$ cat src/rtl/tick_pulse_gen_pkg.sv
// ----------------------------------------------------------------------------
// tick_pulse_gen_pkg
// Shared definitions for the tick pulse generator slice:
//   - state_t        : controller state encoding (IDLE / RUN / DONE)
//   - DEFAULT_WIDTH  : default width of the period and divide counter
//                      (26 bits covers a 50 MHz -> 1 Hz divide)
//   - BURST_W        : width of the burst length / ticks remaining count
//   - sat_dec4       : saturating decrement for the 4-bit burst count
// ----------------------------------------------------------------------------
package tick_pulse_gen_pkg;

    typedef enum logic [1:0] {
        ST_IDLE = 2'd0,
        ST_RUN  = 2'd1,
        ST_DONE = 2'd2
    } state_t;

    localparam int DEFAULT_WIDTH = 26;
    localparam int BURST_W       = 4;

    // Decrement that sticks at zero instead of wrapping to 4'hF.
    function automatic logic [BURST_W-1:0] sat_dec4(input logic [BURST_W-1:0] value);
        logic [BURST_W-1:0] result;
        if (value == 4'd0) begin
            result = 4'd0;
        end else begin
            result = value - 4'd1;
        end
        return result;
    endfunction

endpackage : tick_pulse_gen_pkg

$ cat src/rtl/tick_pulse_gen_if.sv
// ----------------------------------------------------------------------------
// tick_pulse_gen_if
// Control/status bundle between a controller (master) and the tick
// generator (slave).
//   start      : arm request, honoured only when the generator is idle/done
//   stop       : synchronous abort back to idle, beats start and hold
//   hold       : freezes the divide counter and burst count while running
//   period     : clocks per tick, latched on an accepted start (0 acts as 1)
//   burst_len  : ticks to emit, latched on an accepted start (0 = continuous)
//   tick       : registered single-cycle tick pulse
//   busy       : generator is running
//   done       : burst finished (level, held until re-arm or stop)
//   ticks_left : ticks still to emit in the current burst (0 if continuous)
// ----------------------------------------------------------------------------
interface tick_pulse_gen_if
    import tick_pulse_gen_pkg::*;
#(
    parameter int WIDTH = DEFAULT_WIDTH
) ();

    logic               start;
    logic               stop;
    logic               hold;
    logic [WIDTH-1:0]   period;
    logic [BURST_W-1:0] burst_len;
    logic               tick;
    logic               busy;
    logic               done;
    logic [BURST_W-1:0] ticks_left;

    // Controller side: drives the controls, observes the status.
    modport master (
        output start,
        output stop,
        output hold,
        output period,
        output burst_len,
        input  tick,
        input  busy,
        input  done,
        input  ticks_left
    );

    // Generator side: observes the controls, drives the status.
    modport slave (
        input  start,
        input  stop,
        input  hold,
        input  period,
        input  burst_len,
        output tick,
        output busy,
        output done,
        output ticks_left
    );

endinterface : tick_pulse_gen_if

$ cat src/rtl/tick_pulse_gen_reload_down_counter.sv
// ----------------------------------------------------------------------------
// reload_down_counter
// Loadable down counter used as the tick divider.
//   clk      : rising-edge clock
//   rst      : asynchronous active-high reset, clears the count
//   load     : load load_val this edge (takes priority over en)
//   en       : decrement by one this edge; holds at zero, never wraps
//   load_val : value loaded when load is high
//   zero     : count is currently zero
// ----------------------------------------------------------------------------
module reload_down_counter
    import tick_pulse_gen_pkg::*;
#(
    parameter int WIDTH = DEFAULT_WIDTH
) (
    input  logic             clk,
    input  logic             rst,
    input  logic             load,
    input  logic             en,
    input  logic [WIDTH-1:0] load_val,
    output logic             zero
);

    localparam logic [WIDTH-1:0] ZERO_W = {WIDTH{1'b0}};
    localparam logic [WIDTH-1:0] ONE_W  = {{(WIDTH-1){1'b0}}, 1'b1};

    logic [WIDTH-1:0] count_r;

    // Count register: load wins, otherwise a floor-at-zero decrement.
    always_ff @(posedge clk or posedge rst) begin
        if (rst) begin
            count_r <= ZERO_W;
        end else if (load) begin
            count_r <= load_val;
        end else if (en && (count_r != ZERO_W)) begin
            count_r <= count_r - ONE_W;
        end else begin
            count_r <= count_r;
        end
    end

    assign zero = (count_r == ZERO_W);

endmodule : reload_down_counter

$ cat src/rtl/tick_pulse_gen.sv
// ----------------------------------------------------------------------------
// tick_pulse_gen
// Divides clk into single-cycle ticks at a run-time period, either as a
// bounded burst (1..15 ticks) or continuously, with hold and abort.
//   clk : rising-edge system clock
//   rst : asynchronous active-high reset; all outputs and counters to 0
//   bus : tick_pulse_gen_if.slave (controls in, tick/busy/done/ticks_left out)
//
// Timing: a start accepted at edge k produces the first tick in the cycle
// after edge k+P and then one every P cycles. The final tick of a burst is
// registered on the same edge that drops busy and raises done.
// ----------------------------------------------------------------------------
module tick_pulse_gen
    import tick_pulse_gen_pkg::*;
#(
    parameter int WIDTH = DEFAULT_WIDTH
) (
    input  logic              clk,
    input  logic              rst,
    tick_pulse_gen_if.slave   bus
);

    localparam logic [WIDTH-1:0] ZERO_W = {WIDTH{1'b0}};
    localparam logic [WIDTH-1:0] ONE_W  = {{(WIDTH-1){1'b0}}, 1'b1};

    state_t             state_r;
    logic [WIDTH-1:0]   per_q_r;
    logic [BURST_W-1:0] ticks_left_r;
    logic               tick_r;
    logic               busy_r;
    logic               done_r;

    logic [WIDTH-1:0]   eff_period_s;
    logic               start_ok_s;
    logic               cnt_load_s;
    logic               cnt_en_s;
    logic [WIDTH-1:0]   cnt_load_val_s;
    logic               cnt_zero_s;

    // A zero period would otherwise mean "never tick"; run it as one clock.
    assign eff_period_s = (bus.period == ZERO_W) ? ONE_W : bus.period;

    // Arm is honoured only outside RUN, and never on an abort edge.
    assign start_ok_s = bus.start && !bus.stop && (state_r != ST_RUN);

    // Divider control: abort clears, arm loads the first interval, and in
    // RUN the counter reloads on the edge that emits a tick.
    always_comb begin
        cnt_load_s     = 1'b0;
        cnt_en_s       = 1'b0;
        cnt_load_val_s = ZERO_W;
        if (bus.stop) begin
            cnt_load_s     = 1'b1;
            cnt_load_val_s = ZERO_W;
        end else if (state_r == ST_RUN) begin
            if (bus.hold) begin
                cnt_en_s = 1'b0;
            end else if (cnt_zero_s) begin
                cnt_load_s     = 1'b1;
                cnt_load_val_s = per_q_r - ONE_W;
            end else begin
                cnt_en_s = 1'b1;
            end
        end else if (start_ok_s) begin
            cnt_load_s     = 1'b1;
            cnt_load_val_s = eff_period_s - ONE_W;
        end else begin
            cnt_load_s = 1'b0;
        end
    end

    reload_down_counter #(
        .WIDTH (WIDTH)
    ) u_div_cnt (
        .clk      (clk),
        .rst      (rst),
        .load     (cnt_load_s),
        .en       (cnt_en_s),
        .load_val (cnt_load_val_s),
        .zero     (cnt_zero_s)
    );

    // Controller FSM with burst counter and registered status outputs.
    always_ff @(posedge clk or posedge rst) begin
        if (rst) begin
            state_r      <= ST_IDLE;
            per_q_r      <= ZERO_W;
            ticks_left_r <= 4'd0;
            tick_r       <= 1'b0;
            busy_r       <= 1'b0;
            done_r       <= 1'b0;
        end else if (bus.stop) begin
            state_r      <= ST_IDLE;
            ticks_left_r <= 4'd0;
            tick_r       <= 1'b0;
            busy_r       <= 1'b0;
            done_r       <= 1'b0;
        end else begin
            case (state_r)
                ST_IDLE, ST_DONE: begin
                    tick_r <= 1'b0;
                    if (start_ok_s) begin
                        state_r      <= ST_RUN;
                        per_q_r      <= eff_period_s;
                        ticks_left_r <= bus.burst_len;
                        busy_r       <= 1'b1;
                        done_r       <= 1'b0;
                    end else begin
                        state_r <= state_r;
                    end
                end
                ST_RUN: begin
                    if (bus.hold) begin
                        tick_r <= 1'b0;
                    end else if (cnt_zero_s) begin
                        tick_r <= 1'b1;
                        // A nonzero count in RUN means burst mode; zero means
                        // continuous and the count is left alone.
                        if (ticks_left_r != 4'd0) begin
                            ticks_left_r <= sat_dec4(ticks_left_r);
                            if (ticks_left_r == 4'd1) begin
                                state_r <= ST_DONE;
                                busy_r  <= 1'b0;
                                done_r  <= 1'b1;
                            end else begin
                                state_r <= ST_RUN;
                            end
                        end else begin
                            ticks_left_r <= 4'd0;
                        end
                    end else begin
                        tick_r <= 1'b0;
                    end
                end
                default: begin
                    state_r      <= ST_IDLE;
                    ticks_left_r <= 4'd0;
                    tick_r       <= 1'b0;
                    busy_r       <= 1'b0;
                    done_r       <= 1'b0;
                end
            endcase
        end
    end

    assign bus.tick       = tick_r;
    assign bus.busy       = busy_r;
    assign bus.done       = done_r;
    assign bus.ticks_left = ticks_left_r;

endmodule : tick_pulse_gen

$ cat src/flat_wrapper.sv
// flat-port wrapper written by rule: the top's interface ports become plain ports
module tick_pulse_gen_flat import tick_pulse_gen_pkg::*;
#(
    parameter int WIDTH = DEFAULT_WIDTH
)
  (clk, rst, bus_start, bus_stop, bus_hold, bus_period, bus_burst_len, bus_tick, bus_busy, bus_done, bus_ticks_left);
  tick_pulse_gen_if #(.WIDTH(WIDTH)) bus_i ();
  input  logic clk;
  input  logic rst;
  input wire logic [$bits(bus_i.start)-1:0] bus_start;
  input wire logic [$bits(bus_i.stop)-1:0] bus_stop;
  input wire logic [$bits(bus_i.hold)-1:0] bus_hold;
  input wire logic [$bits(bus_i.period)-1:0] bus_period;
  input wire logic [$bits(bus_i.burst_len)-1:0] bus_burst_len;
  output wire logic [$bits(bus_i.tick)-1:0] bus_tick;
  output wire logic [$bits(bus_i.busy)-1:0] bus_busy;
  output wire logic [$bits(bus_i.done)-1:0] bus_done;
  output wire logic [$bits(bus_i.ticks_left)-1:0] bus_ticks_left;
  assign bus_i.start = bus_start;
  assign bus_i.stop = bus_stop;
  assign bus_i.hold = bus_hold;
  assign bus_i.period = bus_period;
  assign bus_i.burst_len = bus_burst_len;
  assign bus_tick = bus_i.tick;
  assign bus_busy = bus_i.busy;
  assign bus_done = bus_i.done;
  assign bus_ticks_left = bus_i.ticks_left;
  tick_pulse_gen #(.WIDTH(WIDTH)) u_core (.clk(clk), .rst(rst), .bus(bus_i));
endmodule
$ cat config.mk
export PLATFORM = sky130hd
export DESIGN_NAME = tick_pulse_gen_flat
export DESIGN_NICKNAME = d
export VERILOG_FILES = /design/src/rtl/tick_pulse_gen_pkg.sv /design/src/rtl/tick_pulse_gen_if.sv /design/src/rtl/tick_pulse_gen_reload_down_counter.sv /design/src/rtl/tick_pulse_gen.sv /design/src/flat_wrapper.sv
export SDC_FILE = /design/constraint.sdc
export NUM_CORES = 1
export LEC_CHECK = 0
export ABC_AREA = 1
export BUFFER_PORTS_ARGS = -buffer_cell sky130_fd_sc_hd__clkbuf_2
export CAP_MARGIN = 20
export CORE_UTILIZATION = 55
export CTS_BUF_LIST = sky130_fd_sc_hd__clkbuf_8
export CTS_CLUSTER_DIAMETER = 80
export DETAILED_ROUTE_END_ITERATION = 8
export MAX_ROUTING_LAYER = met4
export PLACE_DENSITY = 0.86
export RECOVER_POWER = 25
export SLEW_MARGIN = 20
export SYNTH_ARGS = -nofsm -noshare
export SYNTH_HDL_FRONTEND = slang
export SYNTH_SLANG_ARGS = --single-unit
$ cat constraint.sdc
create_clock -name clk -period 2 [get_ports clk]
set_input_delay 0.2 -clock clk [delete_from_list [all_inputs] [get_ports clk]]
set_output_delay 0.2 -clock clk [all_outputs]
set_load 0.1 [all_outputs]
## Yosys cells after proc, flatten, opt, wreduce, memory -nomap -nowiden

Index checks and enable logic that the tools add are counted.

- Output and inout port bits: 7
- Flip-flop bits (word level): 61
- Bits of input ports: 35
- Logic and storage cells: 84

- Reductions and logical operators: 16
- Multiplexer cells: 47
- Bitwise logic cells: 1
- Equality and inequality tests: 9
- Add/sub/neg operators: 4

Operators by type and width:

| operator | count |
|---|---|
| $mux 26 | 8 |
| $sub 26x1->26 const B | 3 |
| $logic_not 26->1 | 2 |
| $reduce_bool 26->1 | 1 |
| $mux 4 | 6 |
| $mux 1 | 23 |
| $mux 2 | 6 |
| $ne 3x3->1 const B | 3 |
| $pmux 4 s2 | 1 |
| $ne 3x2->1 const B | 2 |
| $reduce_and 3->1 | 2 |
| $reduce_and 5->1 | 1 |
| $eq 4x1->1 const B | 1 |
| $logic_not 4->1 | 1 |
| $pmux 1 s2 | 2 |
| $pmux 2 s2 | 1 |
| $reduce_and 4->1 | 1 |
| $reduce_bool 4->1 | 1 |
| $sub 4x1->4 const B | 1 |
| $logic_and 1x1->1 | 3 |
| $eq 2x1->1 const B | 1 |
| $eq 2x2->1 const B | 1 |
| $logic_not 2->1 | 1 |
| $ne 2x1->1 const B | 1 |
| other kinds (4) | 4 |

## Logic depth before layout (Yosys ltp)

- Depth after elaboration: 8
- Mapped depth: 18
- Depth with buffers taken out: 18

## Hierarchy

Synthesis repeated with hierarchy kept, for this count alone.

- Cell total of the unflattened synthesis: 830
- Area total of the unflattened synthesis: 5232.5 um^2

By module, submodules not included:

| module | cells an instance | seq. area each (um^2) | instances | area each (um^2) |
|---|---|---|---|---|
| tick_pulse_gen | 499 | 875.8 | 1 | 3139.3 |
| reload_down_counter | 331 | 650.6 | 1 | 2093.3 |

## Worst setup path after synthesis

No wires, ideal clock.

- Path type: input to register
- From: in bus_period[9]
- To: reg u_core.u_div_cnt.count_r[20]
- Slack: -0.042 ns
- Arrival: 1.915 ns
- Cell stages on the path: 18
- Path through: nor2_1 nand2_1 nor2_1 nand2_1 nor2_1 nor2_1 ha_1 nand2_1 nor2_1 nand2_1 inv_1 nand4_1 nand3_1 nand2_1 nand3_1 o21ai_0 nand2_1 o21ai_0

- Word-level cells in the longest chain between the ends: 7

Ends and longest elaborated chain:

| what | RTL line | text |
|---|---|---|
| start, declared | flat_wrapper.sv:13 | `input wire logic [$bits(bus_i.period)-1:0] bus_period;` |
| $logic_not 26->1 | tick_pulse_gen.sv:41 | `assign eff_period_s = (bus.period == ZERO_W) ? ONE_W : bus.period;` |
| $mux 26 (*) | tick_pulse_gen.sv:41 |  |
| $sub 26x1->26 (*) | tick_pulse_gen.sv:66 | `cnt_load_val_s = eff_period_s - ONE_W;` |
| $mux 26 (*) | tick_pulse_gen.sv:64 | `end else if (start_ok_s) begin` |
| $mux 26 (*) | tick_pulse_gen.sv:55 | `end else if (state_r == ST_RUN) begin` |
| $mux 26 (*) | tick_pulse_gen.sv:52 | `if (bus.stop) begin` |
| $mux 26 (*) | tick_pulse_gen_reload_down_counter.sv:33 | `end else if (load) begin` |
| end signal, assigned | tick_pulse_gen_reload_down_counter.sv:34 | `count_r <= load_val;` |
| end signal, assigned | tick_pulse_gen_reload_down_counter.sv:36 | `count_r <= count_r - ONE_W;` |
| end signal, assigned | tick_pulse_gen_reload_down_counter.sv:38 | `count_r <= count_r;` |
| end, declared | tick_pulse_gen_reload_down_counter.sv:27 | `logic [WIDTH-1:0] count_r;` |

Every way passes the cells marked *; elsewhere a longest branch is shown, timed or not.
A chain may end at the register's enable or synchronous reset.

## Worst setup path in the final report

- From: reg u_core.u_div_cnt.count_r[10]
- To: reg u_core.u_div_cnt.count_r[24]

- Word-level cells in the longest chain between the ends: 7
- Elaborated cells between the ends (all ways): 19

Ends and longest elaborated chain:

| what |
|---|
| branches (longest 7 deep; another with $sub 26x1->26) |

Several ways; the timed one is not identified. The select of a mux whose other input is x is not followed.

==> results.yml <==
run_status:
  status: "complete, but fails checks"
  violations: "negative setup slack"
floorplan:
  fp.coreArea_um2: 8850
  rows: 34
  ioPinCount: 42
  start_util_pct: 57.8
  die_area_um2: 9680
  die_y_um: 98.4
  fp.dieW_um: 98.4
yosys:
  synthDistinctLibCells: 44
  synth_fa_ha_area_share_pct: 1.47
  synth-seq-cells: 61
  syn_nets: 824
  syn_area_um2: 5110
  synth.area.mux_share_pct: 0
  yosysWarnings: 0
  synth-simple-area-share_pct: 39.4
  yosys_most_used_dff: "dfrtp_1"
  async_flop_share_pct: 100
  synth-edff-count: 0
  synthCells: 783
  synthXorXnorAreaFrac_pct: 6.00
  synth_compound_area_share_pct: 14.7
  syn_area_per_cell_um2: 6.53
  synth_top_family_by_area: "simple AND/OR/NAND/NOR gates"
  ys_seq_area_share_pct: 29.9
power_and_ir_drop:
  swShare_pct: 49.9
  clockPowerShare_pct: 14.4
  vdd_drop_max_mv: 0.660
  p_comb_share_pct: 56.0
  pwr_density_cell_nw_per_um2: 1150
  p_seq_share_pct: 29.6
  p_int_mw: 3.91
  power_switching_mw: 3.90
  p_leak_nw: 3.22
detailed_routing:
  routed_via_density: 5.85
  drc: 0
  wire_per_inst_um: 16.6
  drtAntennaViolNets: 0
  totalWireLength_mm: 17.5
  drtIter0Drc: 745
  drt_pre_antenna_iters: 6
  vias: 6183
job:
  cap_violations: 0
hold_path:
  hp-class: "in2reg"
timing:
  fin_ws_ps: -193
  max_slew_margin_pct: 32.7
  max_freq_ghz: 0.456
  fin_crit_sh_pct: 110
  worst_pin_slew_ps: 1010
  drv_slew: 0
  rsz0062_at_grt: "true"
  hold_violations: 0
  setup_violations: 22
  period_needed_ps: 2190
  finalClockSkew_ps: 13.5
place:
  placed_area_um2: 6190
  post-dp-hpwl_mm: 12.1
  port_buffers: 41
  gp_congestion: 1.04
cells_and_area:
  diodes: 0
  layout_commonest_cell: "nand2_1"
  nNetsFinal: 985
  nFillCells: 635
  final-seq-area_um2: 1530
  fin_util_pct: 76.8
  design_area_um2: 6790
  area_delta_synth_final_pct: 32.9
  multi_input_area_um2: 3360
  drive_above_1_share_pct: 29.5
  layout_common_cells: "nand2_1, buf_4, nor2_1"
setup_path:
  end_kind: "register"
  critical_path_arrival_ps: 2410
  critPathKind: "reg2reg"
  critPathRequiredTime_ps: 2220
  critPathLaunchType: "register"
  cp_max_fo: 4
  ff2ff_setup_slack_ps: -190
grt:
  grt_antenna_before_repair: 0
  grt_max_degree: 36
  grt_first_pass_wirelength_mm: 26.2
  overflow: 0
  grt_pass1_vias: 5701
  grtUsageTotal_pct: 35.4
cts:
  clk_pin_slew_ps: 80
  htreeDepth: 3
  cts-buffers-inserted: 9
  cts.sinks: 61
  clockBufferDepth: 2
  insertion_delay_ps: 350
  cts_tree: "built"
  clockRootBuffer: "clkbuf_8"
## Yosys cell counts, drive strengths merged, types with 3 or more instances
cell type / number / area, um2
a21oi: 31 / 200
a22oi: 3 / 22.5
buf: 7 / 63.8
clkbuf: 8 / 30.0
dfrtp: 61 / 1530
ha: 6 / 75.1
inv: 89 / 337
nand2: 192 / 762
nand3: 71 / 403
nand4: 12 / 81.3
nor2: 141 / 626
nor3: 15 / 80.1
o21ai: 91 / 459
o31ai: 5 / 37.5
xnor2: 8 / 70.1
xor2: 27 / 236
## worst max-delay path, stage by stage, from the launching register on
cell and delay [ps]:
dfrtp_1 440, nor2_2 210, nand2_1 150, inv_2 140, nand3_4 90, buf_4 150, buf_4 130, o21ai_0 260
nand2_1 130, o21ai_0 260, a22oi_1 100
## power groups by stage
| stage | clock (mW) | sequential [mW] | combinational, mW |
|---|---|---|---|
| after global routing | 1.18 | 2.35 | 4.78 |
| after global placement | 0 | 2.23 | 3.75 |
| after CTS | 1.13 | 2.23 | 3.93 |
| after detailed placement | 0 | 2.24 | 3.84 |
| final | 1.13 | 2.31 | 4.38 |
| after floorplan | 0 | 2.56 | 2.30 |
## cells by family after synthesis
logic type | Yosys count
simple gates | 440
compound gates | 135
buf+inv | 106
flops | 61
xor+xnor | 35
fa+ha+maj | 6
## routing by layer
| layer | GRT usage, % | part of all wire [%] | wire [um] | vias to the layer above |
|---|---|---|---|---|
| met5 | - | 0 | 0 | - |
| met4 | 17.7 | 4.7 | 832 | 0 |
| met3 | 5.65 | 8.6 | 1510 | 89 |
| met2 | 56.9 | 48 | 8390 | 399 |
| met1 | 43.3 | 39 | 6800 | 2829 |
| li1 | - | - | - | 2866 |
## path summary, 6_finish.rpt
check                                                    startpoint                                       end  cells after the start
hold / removal                                       bus_period[24]            u_core.per_q_r[24]$_DFFE_PP0P_                      3
min in group asynchronous                                       rst      u_core.bus.ticks_left[3]$_DFFE_PP0P_                      3
setup reg to reg           u_core.u_div_cnt.count_r[10]$_DFFE_PP0P_  u_core.u_div_cnt.count_r[24]$_DFFE_PP0P_                     10
setup / recovery           u_core.u_div_cnt.count_r[10]$_DFFE_PP0P_  u_core.u_div_cnt.count_r[24]$_DFFE_PP0P_                     10
max in group asynchronous                                       rst             u_core.per_q_r[3]$_DFFE_PP0P_                      4
hold reg to reg                         u_core.bus.busy$_DFFE_PP0P_               u_core.bus.busy$_DFFE_PP0P_                      2
## through the flow
| step | cells | hold slack [ps] | power, mW | setup TNS (ps) | worst slack (ps) |
|---|---|---|---|---|---|
| 2_1_floorplan | 783 | 317 | 4.86 | 0 | 5.33 |
| 3_3_place_gp | 1019 | 270 | 5.97 | -367 | -123 |
| 3_5_place_dp | 1019 | 276 | 6.09 | -910 | -164 |
| 4_1_cts | 1038 | 102 | 7.30 | 0 | 5.49 |
| 5_1_grt | 1057 | 122 | 8.31 | -4140 | -223 |
| 6_report | 1057 | 117 | 7.82 | -2150 | -193 |
## registers in the layout, indices dropped and copies added, names as in the netlist
| signal | flops |
|---|---|
| u_core.per_q_r | 26 |
| u_core.u_div_cnt.count_r | 26 |
| u_core.bus.ticks_left | 4 |
| u_core.state_r | 2 |
| u_core.bus.busy | 1 |
| u_core.bus.done | 1 |
| u_core.bus.tick | 1 |
## what timing repair did
action | in CTS | in global routing
buffers inserted | 2 | 16
gates resized for setup | 5 | 65
pin swaps | 3 | 18
endpoints found under the hold margin | 24 | 0
endpoints found under the setup margin | 11 | 30
hold buffers | 1 | 0
cloned | 0 | 4
## area by class of cell
cell class                 instances  share of cell area, %
inverter                          91                   5.25
timing repair buffer             162                   17.9
sequential                        61                   22.5
clock inverter                     6                  0.810
tap                              108                   1.99
multi-input combinational        618                   49.4
clock buffer                      10                   2.03
timing repair inverter             1                  0.129
Note: power is estimated with default switching activity, not from simulation.
